$ cat config.mk
export PLATFORM = sky130hd
export DESIGN_NAME = imem_boot_loader
export DESIGN_NICKNAME = d
export VERILOG_FILES = /design/src/rtl/imem_boot_loader.sv
export SDC_FILE = /design/constraint.sdc
export NUM_CORES = 1
export LEC_CHECK = 0
export ABC_CLOCK_PERIOD_IN_PS = 6570
export CELL_PAD_IN_SITES_DETAIL_PLACEMENT = 0
export CELL_PAD_IN_SITES_GLOBAL_PLACEMENT = 2
export CORE_MARGIN = 2
export CORE_UTILIZATION = 26
export DETAILED_ROUTE_END_ITERATION = 6
export PLACE_DENSITY = 0.8
export SYNTH_ARGS = -nofsm -noshare
export SYNTH_HDL_FRONTEND = slang
export SYNTH_SLANG_ARGS = --single-unit
$ cat constraint.sdc
create_clock -name clk -period 6.57 [get_ports clk]
set_input_delay 0.657 -clock clk [delete_from_list [all_inputs] [get_ports clk]]
set_output_delay 0.657 -clock clk [all_outputs]
set_load 0.01 [all_outputs]
$ cat src/rtl/imem_boot_loader.sv
// imem_boot_loader: loads a length-prefixed little-endian image from a byte
// stream into instruction memory while holding the core in reset, then hands
// the memory address port over to the fetch PC.
module imem_boot_loader #(
  parameter int unsigned ADDRESS_WIDTH = 32,
  parameter int unsigned INSTR_WIDTH   = 32,
  parameter int unsigned DEPTH         = 64
) (
  input  logic                       clk,
  input  logic                       rst,
  input  logic                       start,
  input  logic [7:0]                 rx_data,
  input  logic                       rx_valid,
  output logic                       rx_ready,
  input  logic [ADDRESS_WIDTH-1:0]   pc,
  output logic [ADDRESS_WIDTH-1:0]   mem_addr,
  output logic [INSTR_WIDTH-1:0]     mem_wdata,
  output logic                       mem_we,
  output logic                       cpu_rst,
  output logic                       load_done,
  output logic                       load_error,
  output logic [$clog2(DEPTH):0]     word_count
);

  localparam int unsigned IDX_W = $clog2(DEPTH);
  localparam int unsigned CNT_W = IDX_W + 1;
  localparam int unsigned LEN_W = 16;

  typedef enum logic [2:0] {
    S_IDLE,
    S_LEN0,
    S_LEN1,
    S_DATA,
    S_WRITE,
    S_DONE,
    S_ERROR
  } state_t;

  state_t               state;
  state_t               state_nxt;
  logic [7:0]           len_lo;
  logic [LEN_W-1:0]     len;
  logic [LEN_W-1:0]     len_in;
  logic [1:0]           byte_idx;
  logic [IDX_W-1:0]     word_idx;
  logic [INSTR_WIDTH-1:0] asm_word;
  logic [CNT_W-1:0]     wcnt;
  logic                 xfer;
  logic                 start_ok;
  logic                 len_bad;
  logic                 last_word;

  // Header and word-completion decodes
  assign len_in    = {rx_data, len_lo};
  assign len_bad   = (len_in == '0) || (len_in > LEN_W'(DEPTH));
  assign last_word = ((LEN_W'(wcnt) + LEN_W'(1)) == len);
  assign start_ok  = start && ((state == S_IDLE) || (state == S_DONE) || (state == S_ERROR));
  assign xfer      = rx_valid && rx_ready;

  assign mem_wdata  = asm_word;
  assign word_count = wcnt;

  // State register
  always_ff @(posedge clk) begin
    if (rst) begin
      state <= S_IDLE;
    end else begin
      state <= state_nxt;
    end
  end

  // Next-state and state-decoded outputs; rx_ready/mem_we depend on state only
  always_comb begin
    state_nxt  = state;
    rx_ready   = 1'b0;
    mem_we     = 1'b0;
    cpu_rst    = 1'b1;
    load_done  = 1'b0;
    load_error = 1'b0;
    mem_addr   = ADDRESS_WIDTH'({word_idx, 2'b00});
    case (state)
      S_IDLE: begin
        if (start) state_nxt = S_LEN0;
      end
      S_LEN0: begin
        rx_ready = 1'b1;
        if (rx_valid) state_nxt = S_LEN1;
      end
      S_LEN1: begin
        rx_ready = 1'b1;
        if (rx_valid) state_nxt = len_bad ? S_ERROR : S_DATA;
      end
      S_DATA: begin
        rx_ready = 1'b1;
        if (rx_valid && (byte_idx == 2'd3)) state_nxt = S_WRITE;
      end
      S_WRITE: begin
        mem_we    = 1'b1;
        state_nxt = last_word ? S_DONE : S_DATA;
      end
      S_DONE: begin
        cpu_rst   = 1'b0;
        load_done = 1'b1;
        mem_addr  = pc;
        if (start) state_nxt = S_LEN0;
      end
      S_ERROR: begin
        load_error = 1'b1;
        if (start) state_nxt = S_LEN0;
      end
      default: state_nxt = S_IDLE;
    endcase
  end

  // Header capture, word assembly and address/byte indices
  always_ff @(posedge clk) begin
    if (rst) begin
      len_lo   <= '0;
      len      <= '0;
      byte_idx <= '0;
      word_idx <= '0;
      asm_word <= '0;
    end else begin
      if (start_ok) begin
        byte_idx <= '0;
        word_idx <= '0;
      end
      case (state)
        S_LEN0: if (xfer) len_lo <= rx_data;
        S_LEN1: begin
          if (xfer) begin
            len      <= len_in;
            byte_idx <= '0;
            word_idx <= '0;
          end
        end
        S_DATA: begin
          if (xfer) begin
            asm_word <= {rx_data, asm_word[INSTR_WIDTH-1:8]};
            byte_idx <= byte_idx + 2'd1;
          end
        end
        S_WRITE: begin
          byte_idx <= '0;
          if (!last_word) word_idx <= word_idx + IDX_W'(1);
        end
        default: ;
      endcase
    end
  end

  // Words written in the current or last load
  always_ff @(posedge clk) begin
    if (rst) begin
      wcnt <= '0;
    end else if (start_ok) begin
      wcnt <= '0;
    end else if (state == S_WRITE) begin
      wcnt <= wcnt + CNT_W'(1);
    end
  end

endmodule

======== Yosys cells after proc, flatten, opt, wreduce, memory -nomap -nowiden ========
Cells that the tools add are included.
storage, ports and cells
  register bits ........................... 74
  input bits .............................. 44
  word-level logic and storage cells ...... 60
operators by class
  add/sub/neg operators ................... 4
  order comparisons ....................... 1
  equality and inequality tests ........... 12
  muxes and demuxes ....................... 21
  reductions and logical operators ........ 15
operators by type and width
  operator                                                        number
  2-to-1 mux 32 bit                                               1
  2-to-1 mux 3 bit                                                6
  2-to-1 mux 6 bit                                                3
  equality test 8 x 16 -> 1 bit                                   1
  greater-than comparator 16 x 7 -> 1 bit, second input constant  1
  logical NOT 16 bit                                              1
  one-hot mux 3 bit (5 select lines)                              1
  one-hot mux 6 bit (2 select lines)                              1
  equality test 3 bit, second input constant                      3
  adder 7 x 1 -> 8 bit, second input constant                     1
  adder 7 x 1 -> 7 bit, second input constant                     1
  adder 6 x 1 -> 6 bit, second input constant                     1
  equality test 3 x 2 -> 1 bit, second input constant             2
  2-to-1 mux 2 bit                                                3
  != test 2 bit, second input constant                            3
  one-hot mux 2 bit (3 select lines)                              1
  AND reduction 2 bit                                             3
  OR reduction 3 bit                                              2
  2-to-1 mux 1 bit                                                5
  AND reduction 4 bit                                             1
  equality test 3 x 1 -> 1 bit, second input constant             1
  logical AND 1 bit                                               3
  logical NOT 3 bit                                               1
  logical OR 1 bit                                                3
  other kinds (4)                                                 4

======== Logic depth before layout (Yosys ltp) ========
Gate-level depths: netlist of the first run.
  depth after elaboration ................. 7
  depth in mapped cells ................... 10

======== Worst setup path before layout of the first run ========
OpenSTA, ideal clock, no wires.
  path type ............................... reg-to-reg
  start point ............................. register wcnt[0], in the netlist word_count[0]
  end point ............................... register word_idx[2]
  library setup time ...................... 0.122 ns
  data arrival time ....................... 2.325 ns
  data required time ...................... 6.448 ns
  slack ................................... 4.123 ns
  stages on the path, launching flop included .. 10
  buffers on the path ..................... 1
  cell sequence ........................... dfxtp_1 > ha_1 > nand3_1 > and3_1 > o41ai_2 > o41a_2 > o31ai_4 > buf_6 > and2_2 > a311o_1
on the way
  longest elaborated chain between the ends .. 4
ends and longest elaborated chain
  what                                line  source
  from (decl)                         47    logic [CNT_W-1:0] wcnt;
  from (signal assigned)              159   wcnt <= wcnt + CNT_W'(1);
  adder 7 x 1 -> 8 bit                56    assign last_word = ((LEN_W'(wcnt) + LEN_W'(1)) == len);
  equality test 8 x 16 -> 1 bit       56
  2-to-1 mux 6 bit                    145   if (!last_word) word_idx <= word_idx + IDX_W'(1);
  one-hot mux 6 bit (2 select lines)  128   case (state)
  to (signal assigned)                145
  to (decl)                           45    logic [IDX_W-1:0] word_idx;
Every way passes these cells.
A chain may end at the register's enable or synchronous reset.

======== Worst setup path in the final report of the first run ========
  start point ............................. register state[0]
  end point ............................... output port mem_we
on the way
  longest elaborated chain between the ends .. 2
ends and longest elaborated chain
  what                    line  source
  from (decl)             39    state_t state;
  from (signal assigned)  68    state <= state_nxt;
  equality test 3 bit     81    case (state)
  2-to-1 mux 1 bit        81
  to (decl)               18    output logic mem_we,
Every way passes these cells.

==> results.json, run 1 <==
{
  "outcome": "finished clean",
  "area_growth_pct": 47.16,
  "async_reset_ff_frac": 0,
  "fp.dieW_um": 119.3,
  "synthTopCellsByArea": "dfxtp_1 43%, nand2_1 15%, a21oi_1 9.0%",
  "min_period_ns": 3.267,
  "finalSetupTns_ns": 0,
  "cts_hold_buf": 0,
  "root_buffer": "clkbuf_16",
  "place_area_um2": 4783,
  "slew_violations": 0,
  "core_um2": 13140,
  "numCtsBuffers": 9,
  "synth_top_area_share": 0.4285,
  "grt.total_usage": 0.1340,
  "synthesis.nets": 501,
  "cp.arrival_ns": 2.61,
  "worst_pin_slew_ns": 0.7785,
  "synth.distinct_cells": 55,
  "ant_nets": 0,
  "portBuffers": 119,
  "synth_top_cell_by_area": "dfxtp_1",
  "fin_crit_sh": 0.4972,
  "wirelength_mm": 9.964,
  "finalInstanceArea_um2": 5087,
  "path_class": "reg2out",
  "antenna_found_initial": 0,
  "start_util": 0.2631,
  "ctsLongestPathBuffers": 2,
  "hold_class": "reg2reg",
  "seqPwrFrac": 0.405,
  "p_sw_mw": 0.3691,
  "path_delay_family": "buffers and inverters",
  "routedWlPerCell_um": 13.45,
  "setup_violations": 0,
  "p_int_mw": 0.8803,
  "synth_seq_cells": 74,
  "finalHoldViolations": 0,
  "power.share.clock": 0.401,
  "cts_tree": "built",
  "cp-start-kind": "flop",
  "p_sw_frac": 0.2954,
  "max_freq_ghz": 0.3061,
  "rsz0062_at_grt": "false",
  "max_slew_margin": 0.4810,
  "path_buf_inv": 3,
  "path_clk_slew_ns": 0.06,
  "final_layout_size_suffix_gt1_frac": 0.06018,
  "grt_max_degree": 72,
  "worstSkewPairLatency_ns": 0.33,
  "postCtsSetupBuffers": 0,
  "synth-edff-count": 0,
  "p_leak_nw": 1.803,
  "peakVddDrop_v": 0.00008837,
  "ctsHtreeMaxLevel": 3,
  "vias": 3514,
  "syn-instance-count": 454,
  "power_frac_comb": 0.195,
  "io_pins": 120,
  "final_nets": 607,
  "syn_area_um2": 3457,
  "drc": 0,
  "crit_required_ns": 5.91,
  "synthFlopType": "dfxtp_1",
  "end_kind": "output pin",
  "place.gp.congestion": 0.7285,
  "yosys_warnings": 0,
  "hpwlAfterDp_mm": 6.931,
  "crit_slowest_cell": "dfxtp_1",
  "crit_path_max_incr_delay_ns": 0.76,
  "core.rowCount": 42,
  "path_max_fanout": 29,
  "drt_pass1_iterations": 5,
  "drt_iter0_drc": 137,
  "avgViaCountPerCell": 4.742,
  "cts.sinks": 74,
  "power_density_nw_per_um2": 245.6,
  "cap_violations": 0,
  "grt_pass1_vias": 3125,
  "grt_pass1_wl_mm": 15.53,
  "die_h_um": 119.3,
  "antenna_cells": 0,
  "fin_skew_ns": 0.004851,
  "die_area_um2": 14230,
  "cts.repair.resized": 0,
  "grt.overflow.total": 0,
  "avgSynthCellArea_um2": 7.615,
  "path_cells": "buf_4, nor2_1, nand2_1, clkinv_1, clkdlybuf4s50_1",
  "synth.yosys.seq_area_share": 0.4285
}
## through the flow
stage / hold WS [ns] / std cells / setup slack, ns / util / power (mW)
6_report: 0.4545 / 741 / 3.303 / 0.3872 / 1.249
3_3_place_gp: 0.4438 / 725 / 3.746 / 0.3641 / 0.7578
4_1_cts: 0.4589 / 741 / 3.289 / 0.3872 / 1.267
5_1_grt: 0.4718 / 741 / 3.077 / 0.3872 / 1.314
3_5_place_dp: 0.4496 / 725 / 3.659 / 0.3641 / 0.7597
2_1_floorplan: 0.4360 / 454 / 4.123 / - / 0.6609
## flip-flops by register name, summed over array words and instances (netlist names)
register	flops
state	3
len_lo	8
mem_wdata	32
byte_idx	2
len	16
word_idx	6
word_count	7
## worst register-to-register path, delay by kind of cell (launching register included)
family | cells | cell delay (ns)
compound gates | 4 | 1.14
simple gates | 3 | 0.77
flops | 1 | 0.46
fa+ha+maj | 1 | 0.25
## placed cells by master, fill, tap and decap left out, drive strengths merged, types with 9 or more instances in the layout
| cell type | instances |
|---|---|
| and3 | 28 |
| dfxtp | 74 |
| nand3 | 9 |
| nor2 | 19 |
| nand2 | 141 |
| clkdlybuf4s50 | 118 |
| clkbuf | 10 |
| xnor2 | 12 |
| a21oi | 62 |
## routing by layer
metal	wire, um	track usage	vias to the layer above
met1	4678	0.1754	1626
met5	0	0	-
met4	80	0.04926	0
li1	-	-	1767
met2	4585	0.2134	111
met3	620	0.03352	10
## power groups by stage
stage / logic (mW) / clock network [mW] / registers, mW
after floorplan: 0.170 / 0 / 0.491
after detailed placement: 0.244 / 0 / 0.515
final: 0.243 / 0.501 / 0.505
after global routing: 0.271 / 0.533 / 0.510
after global placement: 0.244 / 0 / 0.514
after CTS: 0.245 / 0.517 / 0.505
## synthesized netlist by cell type (all sizes together) (2+ instances only)
cell	instances
nor4	4
nor2b	2
a31oi	2
nand3	9
clkinv	3
and2	2
a311o	3
a211oi	2
or3	2
and3	28
nand2	141
a21oi	62
buf	4
nor4b	3
o21ai	7
xor2	4
nor2	19
nor4bb	2
nor3	7
clkbuf	26
xnor2	12
inv	4
ha	3
nor3b	3
a311oi	2
a22oi	2
dfxtp	74
o41ai	2
or4	4
## final timing paths
| kind | startpoint | endpoint | slack, ns | cells after the start |
|---|---|---|---|---|
| worst max-delay path | state[0] | mem_we | 3.30 | 5 |
| worst min-delay path | len[13] | len[13] | 0.45 | 2 |
| worst max register to register | word_count[0] | word_idx[4] | 3.84 | 8 |
| worst min register to register | len[13] | len[13] | 0.45 | 2 |
## final cells by class
type                    instances  area [um2]
fillers                      1359        8050
multi-input cells             343        1824
flip-flops and latches         74        1481
repair buffers                125        1231
clock buffers                  10       239.0
well taps                     176       220.2
clock inverters                 6       65.06
inverters                       7       26.28
## cells by family (layout without fill, tap and decap cells)
kind of cell               count (synthesis)  in the layout  synth area share
muxes                                      1              1          0.002896
adders and majority gates                  3              3           0.01086
and+or+nand+nor                          230            230            0.3055
xor gates and xnor gates                  16             16           0.04053
buffers and inverters                     37            148           0.04379
DFF                                       74             74            0.4285
AOI/OAI and AO/OA                         93             93            0.1679
No activity file was read; power rests on OpenSTA's default activity.
==> inputs of run 2 (changes only) <==
- ABC_CLOCK_PERIOD_IN_PS: 6570 -> 3400
- CORE_UTILIZATION: 26 -> 25
- PLACE_DENSITY: 0.8 -> 0.77
- clock period: 6.57 -> 3.4 ns (I/O delays scaled with it)
==> run 2 against run 1 <==
Against the previous run: global-route usage up 0.27 points; sequential power up 92%; clock power is 85% higher; combinational power grew 97%; core utilization shrank 0.69 points; flip-flop and latch count is the same; die area up 3.9%; total power up 90%; sequential share of layout area is 0.065 points higher.
==> results.json, run 2 (synthesized netlist as in run 1, its figures left out) <==
{
  "hold_depth": 2,
  "fin_skew_ns": 0.005789,
  "fin_crit_sh": 0.8201,
  "die_area_um2": 14790,
  "vias": 3462,
  "drc": 0,
  "antenna_found_initial": 0,
  "postCtsSetupBuffers": 0,
  "finalInstanceArea_um2": 5076,
  "path_cells": "nor2_1, nand2_1, clkinv_1, clkdlybuf4s50_1",
  "place_area_um2": 4791,
  "peakVddDrop_v": 0.0002108,
  "p_int_mw": 1.677,
  "portBuffers": 119,
  "end_kind": "output pin",
  "start_util": 0.2590,
  "cp-start-kind": "flop",
  "min_to": "len[13]",
  "avgViaCountPerCell": 4.672,
  "path_delay_family": "buffers and inverters",
  "drt_iter0_drc": 93,
  "numCtsBuffers": 9,
  "multi_input_comb_area_um2": 1824,
  "n_fill_cell": 1400,
  "root_buffer": "clkbuf_16",
  "finalHoldViolations": 0,
  "cap_violations": 0,
  "cp.arrival_ns": 2.45,
  "largest_register_ffs": 32,
  "die_h_um": 121.6,
  "final_layout_size_suffix_gt1_frac": 0.05841,
  "grt.total_usage": 0.1367,
  "outcome": "finished clean",
  "timing.rr.end": "word_idx[5]",
  "path_buf_inv": 2,
  "crit_slowest_cell": "dfxtp_1",
  "use_met2": 0.2324,
  "cts.repair.resized": 0,
  "ctsLongestPathBuffers": 2,
  "drt_pass1_iterations": 4,
  "most-common-layout-cells": "141 x nand2_1, 118 x clkdlybuf4s50_1, 74 x dfxtp_1",
  "seq_area_um2": 1481,
  "setup_violations": 0,
  "wirelength_mm": 10.15,
  "busiest_layer": "met2",
  "area_growth_pct": 46.83,
  "grt_max_degree": 46,
  "routedWlPerCell_um": 13.69,
  "hpwlAfterDp_mm": 7.316,
  "grt_pass1_vias": 3264,
  "rsz0062_at_grt": "false",
  "cts.sinks": 74,
  "min_period_ns": 2.788,
  "setup_ws_ns": 0.6118,
  "slew_violations": 0,
  "max_slew_margin": 0.4996,
  "max_freq_ghz": 0.3587,
  "path_class": "reg2out",
  "layout_commonest_cell": "nand2_1",
  "io_pins": 120,
  "power_density_nw_per_um2": 468.2,
  "power.share.clock": 0.390,
  "p_sw_mw": 0.6993,
  "seqPwrFrac": 0.409,
  "path_clk_slew_ns": 0.06,
  "rr_worst_depth": 8,
  "grt.overflow.total": 0,
  "hold_class": "reg2reg",
  "r2r_setup_slack_ns": 0.73,
  "hold_slack_ns": 0.4543,
  "grt_use_met3": 0.03418,
  "power_frac_comb": 0.201,
  "fp.dieW_um": 121.6,
  "antenna_cells": 0,
  "grt_pass1_wl_mm": 16.29,
  "total_power_mw": 2.376,
  "crit_path_max_incr_delay_ns": 0.80,
  "core.rowCount": 42,
  "final_nets": 608,
  "place.gp.congestion": 0.7438,
  "worstSkewPairLatency_ns": 0.33,
  "p_sw_frac": 0.2942,
  "cts_hold_buf": 0,
  "ctsHtreeMaxLevel": 3,
  "finalSetupTns_ns": 0,
  "min_from": "len[13]",
  "cts_tree": "built",
  "p_leak_nw": 1.798,
  "core_um2": 13350,
  "worst_pin_slew_ns": 0.7495,
  "place_ws_ns": 0.7808,
  "crit_required_ns": 3.06,
  "ant_nets": 0,
  "grtUsageMet1": 0.1711,
  "path_max_fanout": 31,
  "reg2reg_from": "word_count[0]"
}
[run 2: layout make-up]
type | count | area share
inverter | 7 | 0.005176
multi-input combinational | 343 | 0.3594
clock inverter | 5 | 0.01109
tap | 176 | 0.04338
clock buffer | 10 | 0.04511
sequential | 74 | 0.2918
timing repair buffer | 126 | 0.2440
[run 2: worst max-delay path by stage]
stage                  end          start  cells past startpoint  slack [ns]
2_1_floorplan  word_idx[2]  word_count[0]                      9        0.95
3_3_place_gp   word_idx[4]  word_count[0]                      8        0.92
3_5_place_dp   word_idx[5]  word_count[0]                      8        0.78
4_1_cts        mem_addr[5]       state[0]                      5        0.56
5_1_grt        mem_addr[6]       state[0]                      5        0.32
6_report            mem_we       state[0]                      4        0.61
[run 2: layer usage]
layer | part of all wire | vias up | routed length (um)
met2 | 0.47 | 110 | 4764
met1 | 0.45 | 1576 | 4556
met5 | 0 | - | 0
met3 | 0.069 | 10 | 701
met4 | 0.012 | 0 | 122
li1 | - | 1766 | -
[run 2: power by group through the flow]
stage	Combinational [mW]	Clock (mW)	Sequential (mW)
6_report	0.478	0.927	0.972
2_1_floorplan	0.328	0	0.949
5_1_grt	0.535	0.997	0.985
4_1_cts	0.485	0.961	0.972
3_3_place_gp	0.483	0	0.989
3_5_place_dp	0.483	0	0.991
[run 2: per-stage QoR]
step,utilization,instances
after global placement,0.3589,726
after global routing,0.3803,741
final,0.3803,741
after CTS,0.3803,741
after floorplan,-,454
after detailed placement,0.3589,726
[run 2: worst min-delay path, cell delays in order, from the launching register on]
cell and delay (ns):
dfxtp_1 0.31, nand2_1 0.05, a21oi_1 0.05
